==> src/rtl/combo_lock_n_if.sv <==
// Keypad/display bundle for the combination lock.
// master: drives digit_in/enter/clear; slave: drives hex_out/unlocked/locked_out.
interface combo_lock_n_if;
  logic [3:0]  digit_in;
  logic        enter;
  logic        clear;
  logic [41:0] hex_out;
  logic        unlocked;
  logic        locked_out;

  modport master (
    output digit_in, enter, clear,
    input  hex_out, unlocked, locked_out
  );

  modport slave (
    input  digit_in, enter, clear,
    output hex_out, unlocked, locked_out
  );
endinterface

==> src/rtl/combo_lock_n.sv <==
// Digit-entry combination lock with 6-digit 7-segment status display.
// Ports: clock, reset (async active-low), bus (combo_lock_n_if.slave).
// Optional lockout after MAX_TRIES failures: define COMBO_LOCK_LOCKOUT_EN.
module combo_lock_n #(
  parameter int                      NUM_DIGITS = 6,
  parameter logic [4*NUM_DIGITS-1:0] CODE       = 24'h392017,
  parameter int                      MAX_TRIES  = 3
) (
  input logic           clock,
  input logic           reset,
  combo_lock_n_if.slave bus
);

`ifdef COMBO_LOCK_LOCKOUT_EN
  localparam bit LOCK_EN = 1'b1;
`else
  localparam bit LOCK_EN = 1'b0;
`endif

  localparam logic [2:0] LAST = 3'(NUM_DIGITS - 1);

  localparam logic [6:0] SEG_O   = 7'b1000000;
  localparam logic [6:0] SEG_P   = 7'b0001100;
  localparam logic [6:0] SEG_E   = 7'b0000110;
  localparam logic [6:0] SEG_N   = 7'b0101011;
  localparam logic [6:0] SEG_C   = 7'b1000110;
  localparam logic [6:0] SEG_L   = 7'b1000111;
  localparam logic [6:0] SEG_S   = 7'b0010010;
  localparam logic [6:0] SEG_D   = 7'b0100001;
  localparam logic [6:0] SEG_OFF = 7'b1111111;

  typedef enum logic [1:0] {
    S_ENTRY,
    S_OPEN,
    S_CLOSED,
    S_LOCKED
  } state_e;

  state_e     state_q, state_d;
  logic [2:0] cnt_q, cnt_d;
  logic       mis_q, mis_d;
  logic [3:0] fail_q, fail_d;
  // last_q[4] marks a digit as shown; clear means blank.
  logic [4:0] last_q, last_d;

  logic [4*NUM_DIGITS-1:0] code_sh;
  logic [3:0]              exp_nib;
  logic                    bad;
  logic [3:0]              fail_inc;
  logic                    lock_hit;

  function automatic logic [6:0] seg_dig(input logic [3:0] d);
    logic [6:0] s;
    unique case (d)
      4'd0:    s = 7'b1000000;
      4'd1:    s = 7'b1111001;
      4'd2:    s = 7'b0100100;
      4'd3:    s = 7'b0110000;
      4'd4:    s = 7'b0011001;
      4'd5:    s = 7'b0010010;
      4'd6:    s = 7'b0000010;
      4'd7:    s = 7'b1111000;
      4'd8:    s = 7'b0000000;
      4'd9:    s = 7'b0010000;
      default: s = SEG_E;
    endcase
    return s;
  endfunction

  always_ff @(posedge clock or negedge reset) begin
    if (!reset) begin
      state_q <= S_ENTRY;
      cnt_q   <= 3'd0;
      mis_q   <= 1'b0;
      fail_q  <= 4'd0;
      last_q  <= 5'd0;
    end else begin
      state_q <= state_d;
      cnt_q   <= cnt_d;
      mis_q   <= mis_d;
      fail_q  <= fail_d;
      last_q  <= last_d;
    end
  end

  always_comb begin
    // First entered digit sits in the top nibble.
    code_sh  = CODE >> (4 * (NUM_DIGITS - 1 - int'(cnt_q)));
    exp_nib  = code_sh[3:0];
    bad      = (bus.digit_in > 4'd9) || (bus.digit_in != exp_nib);
    fail_inc = (fail_q == 4'hF) ? fail_q : fail_q + 4'd1;
    lock_hit = LOCK_EN && (fail_inc >= 4'(MAX_TRIES));
  end

  always_comb begin
    state_d = state_q;
    cnt_d   = cnt_q;
    mis_d   = mis_q;
    fail_d  = fail_q;
    last_d  = last_q;
    unique case (state_q)
      S_ENTRY: begin
        if (bus.clear) begin
          cnt_d  = 3'd0;
          mis_d  = 1'b0;
          last_d = 5'd0;
        end else if (bus.enter) begin
          last_d = {1'b1, bus.digit_in};
          if (cnt_q == LAST) begin
            cnt_d = 3'd0;
            mis_d = 1'b0;
            if (!(mis_q || bad)) begin
              state_d = S_OPEN;
              fail_d  = 4'd0;
            end else begin
              fail_d  = fail_inc;
              state_d = lock_hit ? S_LOCKED : S_CLOSED;
            end
          end else begin
            cnt_d = cnt_q + 3'd1;
            mis_d = mis_q | bad;
          end
        end
      end
      S_OPEN, S_CLOSED: begin
        if (bus.clear) begin
          state_d = S_ENTRY;
          last_d  = 5'd0;
        end
      end
      S_LOCKED: begin
        state_d = S_LOCKED;
      end
      default: state_d = S_ENTRY;
    endcase
  end

  always_comb begin
    bus.hex_out = {42{1'b1}};
    unique case (state_q)
      S_ENTRY: begin
        if (last_q[4]) begin
          bus.hex_out[6:0] = seg_dig(last_q[3:0]);
        end
      end
      S_OPEN: begin
        bus.hex_out[27:0] = {SEG_O, SEG_P, SEG_E, SEG_N};
      end
      S_CLOSED: begin
        bus.hex_out = {SEG_C, SEG_L, SEG_O, SEG_S, SEG_E, SEG_D};
      end
      S_LOCKED: begin
        bus.hex_out[27:0] = {SEG_L, SEG_O, SEG_C, SEG_D};
      end
      default: bus.hex_out = {42{1'b1}};
    endcase
  end

  assign bus.unlocked = (state_q == S_OPEN);

`ifdef COMBO_LOCK_LOCKOUT_EN
  assign bus.locked_out = (state_q == S_LOCKED);
`else
  assign bus.locked_out = 1'b0;
`endif

  logic unused_off;
  assign unused_off = ^SEG_OFF;

endmodule

==> src/flat_wrapper.sv <==
// flat-port wrapper written by rule: the top's interface ports become plain ports
module combo_lock_n_flat 
#(
  parameter int                      NUM_DIGITS = 6,
  parameter logic [4*NUM_DIGITS-1:0] CODE       = 24'h392017,
  parameter int                      MAX_TRIES  = 3
)
  (clock, reset, bus_digit_in, bus_enter, bus_clear, bus_hex_out, bus_unlocked, bus_locked_out);
  combo_lock_n_if bus_i ();
  input logic clock;
  input logic reset;
  input wire logic [$bits(bus_i.digit_in)-1:0] bus_digit_in;
  input wire logic [$bits(bus_i.enter)-1:0] bus_enter;
  input wire logic [$bits(bus_i.clear)-1:0] bus_clear;
  output wire logic [$bits(bus_i.hex_out)-1:0] bus_hex_out;
  output wire logic [$bits(bus_i.unlocked)-1:0] bus_unlocked;
  output wire logic [$bits(bus_i.locked_out)-1:0] bus_locked_out;
  assign bus_i.digit_in = bus_digit_in;
  assign bus_i.enter = bus_enter;
  assign bus_i.clear = bus_clear;
  assign bus_hex_out = bus_i.hex_out;
  assign bus_unlocked = bus_i.unlocked;
  assign bus_locked_out = bus_i.locked_out;
  combo_lock_n #(.NUM_DIGITS(NUM_DIGITS), .CODE(CODE), .MAX_TRIES(MAX_TRIES)) u_core (.clock(clock), .reset(reset), .bus(bus_i));
endmodule
==> config.mk <==
export PLATFORM = sky130hd
export DESIGN_NAME = combo_lock_n_flat
export DESIGN_NICKNAME = d
export VERILOG_FILES = /design/src/rtl/combo_lock_n_if.sv /design/src/rtl/combo_lock_n.sv /design/src/flat_wrapper.sv
export SDC_FILE = /design/constraint.sdc
export NUM_CORES = 1
export LEC_CHECK = 0
export CORE_MARGIN = 2
export CORE_UTILIZATION = 40
export DETAILED_ROUTE_END_ITERATION = 8
export PLACE_DENSITY = 0.72
export SYNTH_ARGS = -nofsm -noshare
export SYNTH_HDL_FRONTEND = slang
export SYNTH_SLANG_ARGS = --single-unit
==> constraint.sdc <==
create_clock -name clock -period 3.4 [get_ports clock]
set_input_delay 0.34 -clock clock [delete_from_list [all_inputs] [get_ports clock]]
set_output_delay 0.34 -clock clock [all_outputs]
set_load 0.01 [all_outputs]
# ---- Word-level counts from Yosys, hierarchy flattened
# Memories as Yosys holds them, arrays and structs flattened.
# Index checks and enable logic that the tools add are counted.
dict set report op_classes {
  addsub 2
  mul 0
  div 0
  magnitude_cmp 1
  eq_ne 10
  n_shift 1
  mux 20
  n_bitwise 1
  n_reduce_logical 10
}
# op count
set op_table {}
lappend op_table {{one-hot mux 20 bit (3 select lines)} 1}
lappend op_table {{>> shifter 22 x 32 -> 4 bit, first input constant} 1}
lappend op_table {{one-hot mux 7 bit (3 select lines)} 1}
lappend op_table {{2-to-1 mux 5 bit} 3}
lappend op_table {{2-to-1 mux 13 bit} 1}
lappend op_table {{2-to-1 mux 2 bit} 5}
lappend op_table {{one-hot mux 5 bit (2 select lines)} 1}
lappend op_table {{2-to-1 mux 3 bit} 3}
lappend op_table {{2-to-1 mux 7 bit} 1}
lappend op_table {{!= test 2 bit, second input constant} 3}
lappend op_table {{one-hot mux 2 bit (3 select lines)} 1}
lappend op_table {{== test 2 bit, second input constant} 2}
lappend op_table {{greater-than comparator 4 bit, second input constant} 1}
lappend op_table {{!= test 4 bit} 1}
lappend op_table {{AND reduction 4 bit} 1}
lappend op_table {{nonzero test 2 bit} 2}
lappend op_table {{OR reduction 2 bit} 2}
lappend op_table {{subtractor 3 x 3 -> 4 bit, first input constant} 1}
lappend op_table {{adder 3 x 1 -> 3 bit, second input constant} 1}
lappend op_table {{== test 3 bit, second input constant} 1}
lappend op_table {{2-to-1 mux 1 bit} 3}
lappend op_table {{!= test 3 bit, second input constant} 1}
lappend op_table {{AND reduction 3 bit} 1}
lappend op_table {{== test 2 x 1 -> 1 bit, second input constant} 1}
lappend op_table {{5 further kinds} 6}
dict set report totals {
  reg_bits 11
  latchBits 0
  ramBits 0
  rom_bits 112
  out_inout_bits 44
  wordCells 50
  n_memories 1
}
# memory depth width rd rd_clocked_by_memory_dff write_ports line
set memory_table {}
lappend memory_table {{(name not given)} 16 7 1 0 0 combo_lock_n.sv:54} ;# unique case (d)

# ---- Longest topological paths before layout
dict set report depth {
  depth_word 10
  mapped_depth 7
  mapped_depth_nobuf 7
}

# ---- Worst setup path before layout
# No wires, ideal clock.
dict set report synth_path {
  path_kind {register to output}
  startpoint {register u_core.state_q[0]}
  endpoint {output bus_hex_out[3]}
  arrival_time_ns 1.621
  setup_slack_ns 1.439
  path_stages_with_launch 6
  n_path_buf 1
  cell_sequence {dfrtp_1 -> inv_1 -> ha_1 -> buf_2 -> clkinv_1 -> o31a_1}
}
dict set report synth_between {
  elab_chain_len 3
}
# element line
set synth_lines {}
lappend synth_lines {{from (decl)} combo_lock_n.sv:39} ;# state_e state_q, state_d;
lappend synth_lines {{from (signal assigned)} combo_lock_n.sv:78} ;# state_q <= state_d;
lappend synth_lines {{== test 2 bit} combo_lock_n.sv:140} ;# unique case (state_q)
lappend synth_lines {{OR reduction 2 bit (no line)} n/a}
lappend synth_lines {{one-hot mux 7 bit (3 select lines) *} combo_lock_n.sv:140}
lappend synth_lines {{to (decl)} flat_wrapper.sv:15} ;# output wire logic [$bits(bus_i.hex_out)-1:0] bus_hex_out;
# Every way passes the cells marked *; elsewhere a longest branch is shown, timed or not.

# ---- Worst setup path in the final report
# Same ends and word-level chain as after synthesis.

==> out/summary.txt <==
via count: 987
largest net degree at the start of global routing: 19
starting density of the core: 0.411
Vias/cell: 4.91
gpl congestion: 0.957
post-synth cell types: 37
slowest stage delay, CP: 0.53 ns
Setup WS post-layout: 0.460 ns
total global routing overflow: 0
Synth area leader: dfrtp_1
Port Buffers: 40
critical path endpoint category: output pin
met1 usage: 0.191
Rows: 20
Post-CTS Setup Bufs: 0
GRT met2 Usage: 0.273
Worst VDD drop: 0.319 mV
Max Freq: 340 MHz
Critical path buffers and inverters: 3
number of global-route vias before repair: 937
drt first-iter violations: 19
IO Count: 52
Cell Pwr Density: 1010 mW/mm^2
peak fanout along the critical path: 18
core area: 0.00298 mm^2
type of the most critical hold path: input port to asynchronous set/reset pin
TritonCTS Buffers: 3
Antenna diodes: 0
synth top area cells: dfrtp_1 22%, buf_4 19%, ha_1 15%, o21ai_0 4.9%, inv_1 4.0%
Synth-to-Final Area Change: 20.9%
Die W: 59.3 um
part of the cycle the worst path needs: 0.865
die height: 59.3 um
placed insts: 197
Slew Viols, Final: 0
post_cts resized: 0
prevailing post-synth register cell: dfrtp_1
Post-route DRC: 0
global-route wire length before repair: 4220 um
GR peak layer: met2
Seq cells post-synth: 11
non-filler cells, final: 201
CTS root buf: clkbuf_4
Max Cap Violations: 0
required time worst endpoint: 3.06 ns
final setup violating endpoints: 0
leak pwr: 0.651 nW
Hold-fix buffers, CTS: 0
Mapped Cells: 149
Slew @ Worst Pin: 0.562 ns
fraction of registers with async set/reset: 1.00
Syn Std Cell Area: 0.00122 mm^2
Crit Path Class: register to output pin
CTS tree: yes
clock-pin slew on the worst setup and hold paths: 0.08 ns
clk_lat worst skew: 0.28 ns
layout net count: 192
TritonRoute pass-1 iters: 4
pre-CTS setup slack: 0.741 ns
DRT antenna net count: 0
H-tree depth: 1
Worst setup SP type: register
top cell type's share of synthesized area: 0.225
status: finished clean
initial antenna violation count: 0
setup_tns: 0 ns
die area: 0.00352 mm^2
Post-synth EDFFs: 0
slowest CP cell: ha_1
GR Util met3: 0.0306
Clock Tree Buf Depth: 2
WL per Instance: 12.5 um
RSZ-0062 raised after global routing: no
# fillers: 298
layout cell share with drive strength beyond 1: 0.0595
total track usage: 0.160
Period minus WS final: 2.94 ns
final hold violation count: 0
hpwl dp: 2020 um
Seq/Total Area, Yosys: 0.225
Worst Skew: 0.00527 ns
relative slew slack: 0.625
critical path arrival: 2.60 ns
clock sink count: 11
CP Cell Sequence: inv_1 -> ha_1 -> clkinv_1 -> o31a_1 -> clkdlybuf4s50_1
crit-path leading delay family: buffers and inverters
Yosys warning total: 0
Post-Route WL: 2520 um
average size of a mapped cell: 8.22 um^2
through the flow:
stage | instance area [um^2] | hold slack (ns) | power [mW] | util
after detailed placement | 1460 | 0.494 | 1.42 | 0.489
final | 1480 | 0.394 | 1.50 | 0.497
after global routing | 1480 | 0.441 | 1.63 | 0.497
after CTS | 1480 | 0.408 | 1.52 | 0.497
after floorplan | 1260 | 0.0444 | 1.04 | -
after global placement | 1460 | 0.479 | 1.38 | 0.489
synthesized netlist by cell type, types with 2 or more instances:
cell / number
buf_4: 31
ha_1: 15
inv_1: 13
o21ai_0: 12
dfrtp_1: 11
nor2_1: 10
nand2_1: 8
nand2b_1: 6
a21oi_1: 5
a22o_1: 4
a31oi_1: 3
a22oi_1: 2
clkbuf_1: 2
conb_1: 2
o211ai_1: 2
xor2_1: 2
per-layer routing:
layer / wire [um] / share of wire / vias up
met5: 0 / 0 / -
li1: - / - / 497
met4: 46 / 0.018 / 0
met3: 125 / 0.050 / 5
met2: 1250 / 0.50 / 34
met1: 1100 / 0.44 / 451
path summary, 6_finish.rpt:
check,from,endpoint,slack (ns),depth (start not counted)
max in group asynchronous,reset,u_core.state_q[1],2.65,1
min in group clock,u_core.mis_q,u_core.mis_q,0.50,2
worst min-delay path,reset,u_core.last_q[1],0.39,1
worst max register to register,u_core.state_q[0],u_core.last_q[2],1.26,5
worst max-delay path,u_core.state_q[0],bus_hex_out[3],0.46,5
worst min register to register,u_core.mis_q,u_core.mis_q,0.50,2
cells by family (layout without fill, tap and decap cells):
logic type	after synthesis	count (layout)	synth area share
buffers and inverters	48	58	0.243
xor gates and xnor gates	3	3	0.0215
DFF	11	11	0.225
and+or+nand+nor	30	30	0.126
adders and majority gates	15	15	0.153
muxes	1	1	0.00919
other	2	11	0.00613
AOI/OAI and AO/OA	39	39	0.217
sequential cells by signal (all words and copies together), names as in the netlist:
name / flops
u_core.mis_q: 1
u_core.last_q: 5
u_core.state_q: 2
u_core.cnt_q: 3
cells in the final DEF, fill, tap and decap left out, types with 2 or more instances in the layout:
cell type / Yosys / final
nand2b_1: 6 / 6
nor2_1: 10 / 10
a21oi_1: 5 / 5
inv_1: 13 / 13
nand2_1: 8 / 8
o211ai_1: 2 / 2
clkbuf_4: 0 / 3
clkdlybuf4s50_1: 0 / 40
o21ai_0: 12 / 12
dfrtp_1: 11 / 11
ha_1: 15 / 15
xor2_1: 2 / 2
a31oi_1: 3 / 3
a22oi_1: 2 / 2
conb_1: 2 / 11
a22o_1: 4 / 4
where the power goes:
part           leakage (nW)  switching [mW]  internal (mW)
registers             0.144          0.0652          0.177
logic                 0.492           0.537          0.619
clock network        0.0150          0.0517         0.0457
total                 0.651           0.654          0.842
cell type report:
type	count	area (um^2)	area share
Timing Repair Buffer	40	400	0.270
Inverter	14	52.6	0.0355
Multi-Input combinational cell	99	686	0.463
Tap cell	33	41.3	0.0279
Sequential cell	11	275	0.186
Clock buffer	4	26.3	0.0177
No activity file was read; power rests on OpenSTA's default activity.
